`config.mk`:
```
export PLATFORM = sky130hd
export DESIGN_NAME = alu_seq_flat
export DESIGN_NICKNAME = d
export VERILOG_FILES = /design/src/rtl/alu_seq_if.sv /design/src/rtl/alu_seq.sv /design/src/flat_wrapper.sv
export SDC_FILE = /design/constraint.sdc
export NUM_CORES = 1
export LEC_CHECK = 0
export CORE_MARGIN = 2
export CORE_UTILIZATION = 35
export DETAILED_ROUTE_END_ITERATION = 10
export GPL_TIMING_DRIVEN = 0
export PLACE_DENSITY = 0.65
export SKIP_LAST_GASP = 1
export SLEW_MARGIN = 25
export SYNTH_ARGS = -nofsm -noshare
export SYNTH_HDL_FRONTEND = slang
export SYNTH_SLANG_ARGS = --single-unit
```
`constraint.sdc`:
```
create_clock -name clk -period 5.51 [get_ports clk]
set_input_delay 0.8265 -clock clk [delete_from_list [all_inputs] [get_ports clk]]
set_output_delay 0.8265 -clock clk [all_outputs]
set_load 0.02 [all_outputs]
```
`src/rtl/alu_seq_if.sv`:
```
// Switch/button inputs and result/status outputs of the sequential pushbutton ALU.
interface alu_seq_if #(
  parameter int WIDTH = 8
);
  logic [WIDTH-1:0] sw;
  logic             pb1;
  logic             pb2;
  logic             pb3;
  logic [WIDTH-1:0] result;
  logic [3:0]       m_3;
  logic [3:0]       flags;
  logic             busy;
  logic             done;

  modport master (
    output sw, pb1, pb2, pb3,
    input  result, m_3, flags, busy, done
  );

  modport slave (
    input  sw, pb1, pb2, pb3,
    output result, m_3, flags, busy, done
  );
endinterface

```
`src/rtl/alu_seq.sv`:
```
// Sequential pushbutton ALU: synchronised, edge-detected buttons load A/B or execute an opcode.
// Define ALU_SEQ_MUL_EN to build the WIDTH-cycle shift-add multiplier for opcode 111.
module alu_seq #(
  parameter int WIDTH = 8
) (
  input logic       clk,
  input logic       rst,
  alu_seq_if.slave  bus
);

  logic [2:0] pb_raw;
  logic [2:0] ev;

  assign pb_raw = {bus.pb3, bus.pb2, bus.pb1};

  // Two sync flops, one edge-history flop, and a registered pulse so evN lands two cycles after the first sample.
  generate
    for (genvar gi = 0; gi < 3; gi++) begin : g_btn
      logic sync1_reg;
      logic sync2_reg;
      logic prev_reg;
      logic ev_reg;

      always_ff @(posedge clk) begin
        if (!rst) begin
          sync1_reg <= 1'b0;
          sync2_reg <= 1'b0;
          prev_reg  <= 1'b0;
          ev_reg    <= 1'b0;
        end else begin
          sync1_reg <= pb_raw[gi];
          sync2_reg <= sync1_reg;
          prev_reg  <= sync2_reg;
          ev_reg    <= sync2_reg & ~prev_reg;
        end
      end

      assign ev[gi] = ev_reg;
    end
  endgenerate

`ifdef ALU_SEQ_MUL_EN
  typedef enum logic [0:0] {IDLE, MUL} state_t;
`else
  typedef enum logic [0:0] {IDLE} state_t;
`endif

  state_t           state_reg;
  logic [WIDTH-1:0] a_reg;
  logic [WIDTH-1:0] b_reg;
  logic [2:0]       op_reg;
  logic [WIDTH-1:0] result_reg;
  logic [3:0]       flags_reg;
  logic [3:0]       m3_reg;
  logic             done_reg;

  logic [2:0]       op_sel;
  logic [WIDTH:0]   sum_ext;
  logic [WIDTH-1:0] diff;
  logic [WIDTH-1:0] op_res;
  logic             op_c;
  logic             op_v;
  logic             op_z;
  logic             op_n;

  assign op_sel = ev[2] ? bus.sw[2:0] : op_reg;

  always_comb begin
    sum_ext = {1'b0, a_reg} + {1'b0, b_reg};
    diff    = a_reg - b_reg;
    op_res  = '0;
    op_c    = 1'b0;
    op_v    = 1'b0;
    case (op_sel)
      3'b001: begin
        op_res = sum_ext[WIDTH-1:0];
        op_c   = sum_ext[WIDTH];
        op_v   = (a_reg[WIDTH-1] == b_reg[WIDTH-1]) && (op_res[WIDTH-1] != a_reg[WIDTH-1]);
      end
      3'b010: begin
        op_res = diff;
        op_c   = a_reg < b_reg;
        op_v   = (a_reg[WIDTH-1] != b_reg[WIDTH-1]) && (op_res[WIDTH-1] != a_reg[WIDTH-1]);
      end
      3'b100:  op_res = a_reg & b_reg;
      3'b101:  op_res = a_reg | b_reg;
      3'b110:  op_res = a_reg ^ b_reg;
      3'b011:  op_res = ~a_reg;
      default: op_res = '0;
    endcase
  end

  assign op_z = (op_res == '0);
  assign op_n = op_res[WIDTH-1];

`ifdef ALU_SEQ_MUL_EN
  logic [2*WIDTH-1:0] prod_reg;
  logic [5:0]         cnt_reg;
  logic               busy_reg;
  logic [WIDTH:0]     mul_sum;
  logic [2*WIDTH-1:0] prod_next;

  // Upper half accumulates A when the current multiplier bit is set, then the pair shifts right.
  assign mul_sum   = {1'b0, prod_reg[2*WIDTH-1:WIDTH]} + (prod_reg[0] ? {1'b0, a_reg} : '0);
  assign prod_next = {mul_sum, prod_reg[WIDTH-1:1]};
  assign bus.busy  = busy_reg;
`else
  assign bus.busy  = 1'b0;
`endif

  always_ff @(posedge clk) begin
    if (!rst) begin
      state_reg  <= IDLE;
      a_reg      <= '0;
      b_reg      <= '0;
      op_reg     <= '0;
      result_reg <= '0;
      flags_reg  <= '0;
      m3_reg     <= '0;
      done_reg   <= 1'b0;
`ifdef ALU_SEQ_MUL_EN
      prod_reg   <= '0;
      cnt_reg    <= '0;
      busy_reg   <= 1'b0;
`endif
    end else begin
      done_reg <= 1'b0;
      case (state_reg)
        IDLE: begin
          if (ev[0]) begin
            a_reg      <= bus.sw;
            result_reg <= bus.sw;
            m3_reg     <= 4'hA;
          end else if (ev[1]) begin
            b_reg      <= bus.sw;
            result_reg <= bus.sw;
            m3_reg     <= 4'hB;
          end else if (ev[2]) begin
            op_reg <= bus.sw[2:0];
            m3_reg <= 4'hC;
`ifdef ALU_SEQ_MUL_EN
            if (bus.sw[2:0] == 3'b111) begin
              state_reg <= MUL;
              busy_reg  <= 1'b1;
              prod_reg  <= {{WIDTH{1'b0}}, b_reg};
              cnt_reg   <= '0;
            end else
`endif
            begin
              result_reg <= op_res;
              flags_reg  <= {op_z, op_n, op_c, op_v};
              done_reg   <= 1'b1;
            end
          end
        end
`ifdef ALU_SEQ_MUL_EN
        MUL: begin
          prod_reg <= prod_next;
          cnt_reg  <= cnt_reg + 6'd1;
          if (cnt_reg == 6'(WIDTH - 1)) begin
            state_reg  <= IDLE;
            busy_reg   <= 1'b0;
            result_reg <= prod_next[WIDTH-1:0];
            flags_reg  <= {prod_next[WIDTH-1:0] == '0, prod_next[WIDTH-1],
                           |prod_next[2*WIDTH-1:WIDTH], 1'b0};
            done_reg   <= 1'b1;
          end
        end
`endif
        default: state_reg <= IDLE;
      endcase
    end
  end

  assign bus.result = result_reg;
  assign bus.flags  = flags_reg;
  assign bus.m_3    = m3_reg;
  assign bus.done   = done_reg;

endmodule

```
`src/flat_wrapper.sv`:
```
// flat-port wrapper written by rule: the top's interface ports become plain ports
module alu_seq_flat 
#(
  parameter int WIDTH = 8
)
  (clk, rst, bus_sw, bus_pb1, bus_pb2, bus_pb3, bus_result, bus_m_3, bus_flags, bus_busy, bus_done);
  alu_seq_if #(.WIDTH(WIDTH)) bus_i ();
  input logic clk;
  input logic rst;
  input wire logic [$bits(bus_i.sw)-1:0] bus_sw;
  input wire logic [$bits(bus_i.pb1)-1:0] bus_pb1;
  input wire logic [$bits(bus_i.pb2)-1:0] bus_pb2;
  input wire logic [$bits(bus_i.pb3)-1:0] bus_pb3;
  output wire logic [$bits(bus_i.result)-1:0] bus_result;
  output wire logic [$bits(bus_i.m_3)-1:0] bus_m_3;
  output wire logic [$bits(bus_i.flags)-1:0] bus_flags;
  output wire logic [$bits(bus_i.busy)-1:0] bus_busy;
  output wire logic [$bits(bus_i.done)-1:0] bus_done;
  assign bus_i.sw = bus_sw;
  assign bus_i.pb1 = bus_pb1;
  assign bus_i.pb2 = bus_pb2;
  assign bus_i.pb3 = bus_pb3;
  assign bus_result = bus_i.result;
  assign bus_m_3 = bus_i.m_3;
  assign bus_flags = bus_i.flags;
  assign bus_busy = bus_i.busy;
  assign bus_done = bus_i.done;
  alu_seq #(.WIDTH(WIDTH)) u_core (.clk(clk), .rst(rst), .bus(bus_i));
endmodule
```
==> results.toml <==
[global_route]
grt_pass1_vias = 2617
grt_overflow_total = 0
antenna_found_initial = 0
track_usage_pct = 16.7
grt_pass1_wl_microns = 13000
grt_max_degree = 17

[clocking]
cts-buffers-inserted = 5
cts.sinks = 48
cts_resized = 0
clockBufferDepth = 2
postCtsSetupBuffers = 0
cts_tree = "yes"
cts_hold_buf = 0
htreeDepth = 2
clkTransAtPathRegs_ps = 100
clk_latency_ps = 320
cts_root_buf = "clkbuf_8"

[power]
seq_power_share_pct = 48.5
swShare_pct = 27.6
p_int_uw = 547
power_density_nw_per_um2 = 213
switchingPower_uw = 208
power_frac_clock_pct = 36.3
power_frac_comb_pct = 15.2
leakagePower_uw = 0.00131
p_total_uw = 756
vdd_drop_max_mv = 0.112

[timing]
grt_setup_unrepaired = "false"
fin_crit_ps = 2910
max_freq_mhz = 344
post-route-period-util_pct = 52.8
whs_ps = 389
tns_ps = 0
slew_headroom_pct = 42.6
setup_violations = 0
worst_pin_slew_ps = 837
finalMaxSlewViolations = 0
hold_violations = 0
skew_ps = 6.92

[yosys]
synth_area_leaders = "dfxtp_1 32%, ha_1 10%, mux2i_1 6.9%"
synthAdderAreaFrac_pct = 11.6
synth_top_area_cell = "dfxtp_1"
ys.warnings.count = 0
synth_edf_count = 0
avgSynthCellArea_sq_um = 8.63
synth_compound_area_share_pct = 21.6
synth_top_area_share_pct = 31.6
synth_async_sr_flop_share_pct = 0
ys_seq_area_share_pct = 31.6
syn_inst = 352
ys_ff_latch = 48
synthXorXnorAreaFrac_pct = 0.865
synth_top_family_by_area = "compound AO/OA/AOI/OAI gates"
synthSimpleGateAreaFrac_pct = 19.2
yosys.cell_types.count = 64
syn-num-nets = 392
synth_ff_type = "dfxtp_1"
synth.area.mux_share_pct = 8.86
syn_area_sq_um = 3040

[critical_path]
critical_path_class = "in -> reg"
cp-start-kind = "input port"
ff2ff_setup_slack_ps = 2700
reg2reg_depth = 10
crit_end = "u_core.bus.flags[3]$_SDFFE_PN0P_"
r2r_end = "u_core.bus.flags[3]$_SDFFE_PN0P_"
crit_required_ps = 5750
crit_fanout = 10
cp-end-kind = "register"
cp-startpoint = "bus_sw[0]"
worst_ep_arrival_time_ps = 3140
reg2reg_from = "u_core.a_reg[0]$_SDFFE_PN0P_"

[floorplan]
fp.dieH_microns = 97.1
coreArea_sq_um = 8300
die_area_sq_um = 9440
die_x_microns = 97.1
rows = 33
initial_utilization_pct = 36.6
ios = 31

[drt]
drc = 0
vias = 2656
finalWirelength_microns = 7760
drt-initial-drc-count = 132
viasPerCell = 5.41
antenna_left = 0
wl_per_cell_microns = 15.8
drtPass1Iterations = 4

[place]
placed_cell_area_sq_um = 3430
port_buffers = 26
gp_congestion = 0.856
dp_hpwl_microns = 5790

[cells_and_area]
final_area_sq_um = 3540
diodes = 0
area_delta_synth_final_pct = 16.7
fillers = 821
nNetsFinal = 425
layout.core_utilization_pct = 42.7
final_common_cell = "dfxtp_1"
final_cell_mix = "48 x dfxtp_1, 32 x nand2_1, 28 x inv_1, 26 x clkdlybuf4s50_1, 25 x ha_1"
drive_gt1_share_pct = 5.96

[hold_path]
min_from = "u_core.g_btn[1].prev_reg$_SDFF_PN0_"
min_path_type = "reg -> reg"

[status]
status = "completed"

[flow_run]
maxCapViolCount = 0
[kinds of logic (layout without fill, tap and decap cells)]
group,count (synthesis),after routing
AO/OA/AOI/OAI,90,90
XOR/XNOR,3,3
adder cells (fa/ha/maj),27,27
buffers and inverters,45,79
flip-flops,48,48
multiplexers,25,25
other,1,1
AND/OR/NAND/NOR,113,113
[synthesized netlist by cell type, drive strengths merged, types with 2 or more instances]
| master | number |
|---|---|
| o21ai | 14 |
| o311ai | 2 |
| nand2 | 32 |
| nand2b | 3 |
| o32ai | 2 |
| nor2b | 23 |
| nor4 | 2 |
| fa | 2 |
| o211ai | 6 |
| o31a | 3 |
| a21oi | 16 |
| nand3 | 7 |
| dfxtp | 48 |
| nor2 | 21 |
| xnor2 | 3 |
| mux2 | 2 |
| o31ai | 3 |
| a32oi | 2 |
| inv | 28 |
| a21o | 3 |
| and2 | 12 |
| o221ai | 2 |
| o211a | 4 |
| or3 | 3 |
| clkbuf | 11 |
| a211o | 3 |
| o2111a | 2 |
| buf | 6 |
| a221oi | 2 |
| ha | 25 |
| a22oi | 2 |
| a2111oi | 2 |
| o21a | 2 |
| nor4b | 2 |
| a211oi | 5 |
| mux2i | 22 |
| a21boi | 7 |
[cell type report]
cell class | count | area (sq um) | area share (%)
Buffer | 17 | 78.8 | 2.22
Clock buffer | 5 | 68.8 | 1.94
Clock inverter | 3 | 46.3 | 1.31
Inverter | 28 | 105 | 2.97
Multi-Input combinational cell | 259 | 1890 | 53.4
Sequential cell | 48 | 961 | 27.1
Tap cell | 105 | 131 | 3.71
Timing Repair Buffer | 26 | 260 | 7.34
[worst min-delay path by stage]
stage / end / slack [ps] / cells after the start
5_1_grt: u_core.g_btn[0].ev_reg$_SDFF_PN0_ / 410 / 1
3_5_place_dp: u_core.g_btn[2].ev_reg$_SDFF_PN0_ / 380 / 1
2_1_floorplan: u_core.g_btn[0].ev_reg$_SDFF_PN0_ / 370 / 1
3_3_place_gp: u_core.g_btn[0].ev_reg$_SDFF_PN0_ / 370 / 1
6_report: u_core.g_btn[1].ev_reg$_SDFF_PN0_ / 390 / 1
4_1_cts: u_core.g_btn[2].ev_reg$_SDFF_PN0_ / 390 / 1
[per-layer routing]
metal	vias to the layer above	wire [microns]	GRT usage (%)
met5	-	0	0
met4	0	81	4.66
met3	11	439	3.31
met2	83	3700	28.3
met1	1258	3540	21.7
li1	1304	-	-
[power by group through the flow]
stage                     Sequential (uW)  Combinational, uW  Clock [uW]
after global routing                  368                127         292
after global placement                374                113           0
final                                 366                115         275
after floorplan                       380               68.3           0
after CTS                             366                115         277
after detailed placement              374                114           0
[worst max-delay path, cell delays in order]
cell,delay [ps]
clkdlybuf4s50_1,530
mux2_2,430
buf_2,240
o211ai_1,160
o21ai_0,100
a221oi_1,440
nand4_1,170
o31ai_1,240
[through the flow]
| step | std cells | setup WS [ps] |
|---|---|---|
| CTS | 491 | 2600 |
| global route | 491 | 2470 |
| floorplan | 352 | 3080 |
| finish | 491 | 2600 |
| detailed placement | 483 | 2300 |
| global placement | 483 | 2290 |
Note: power is estimated with default switching activity, not from simulation.
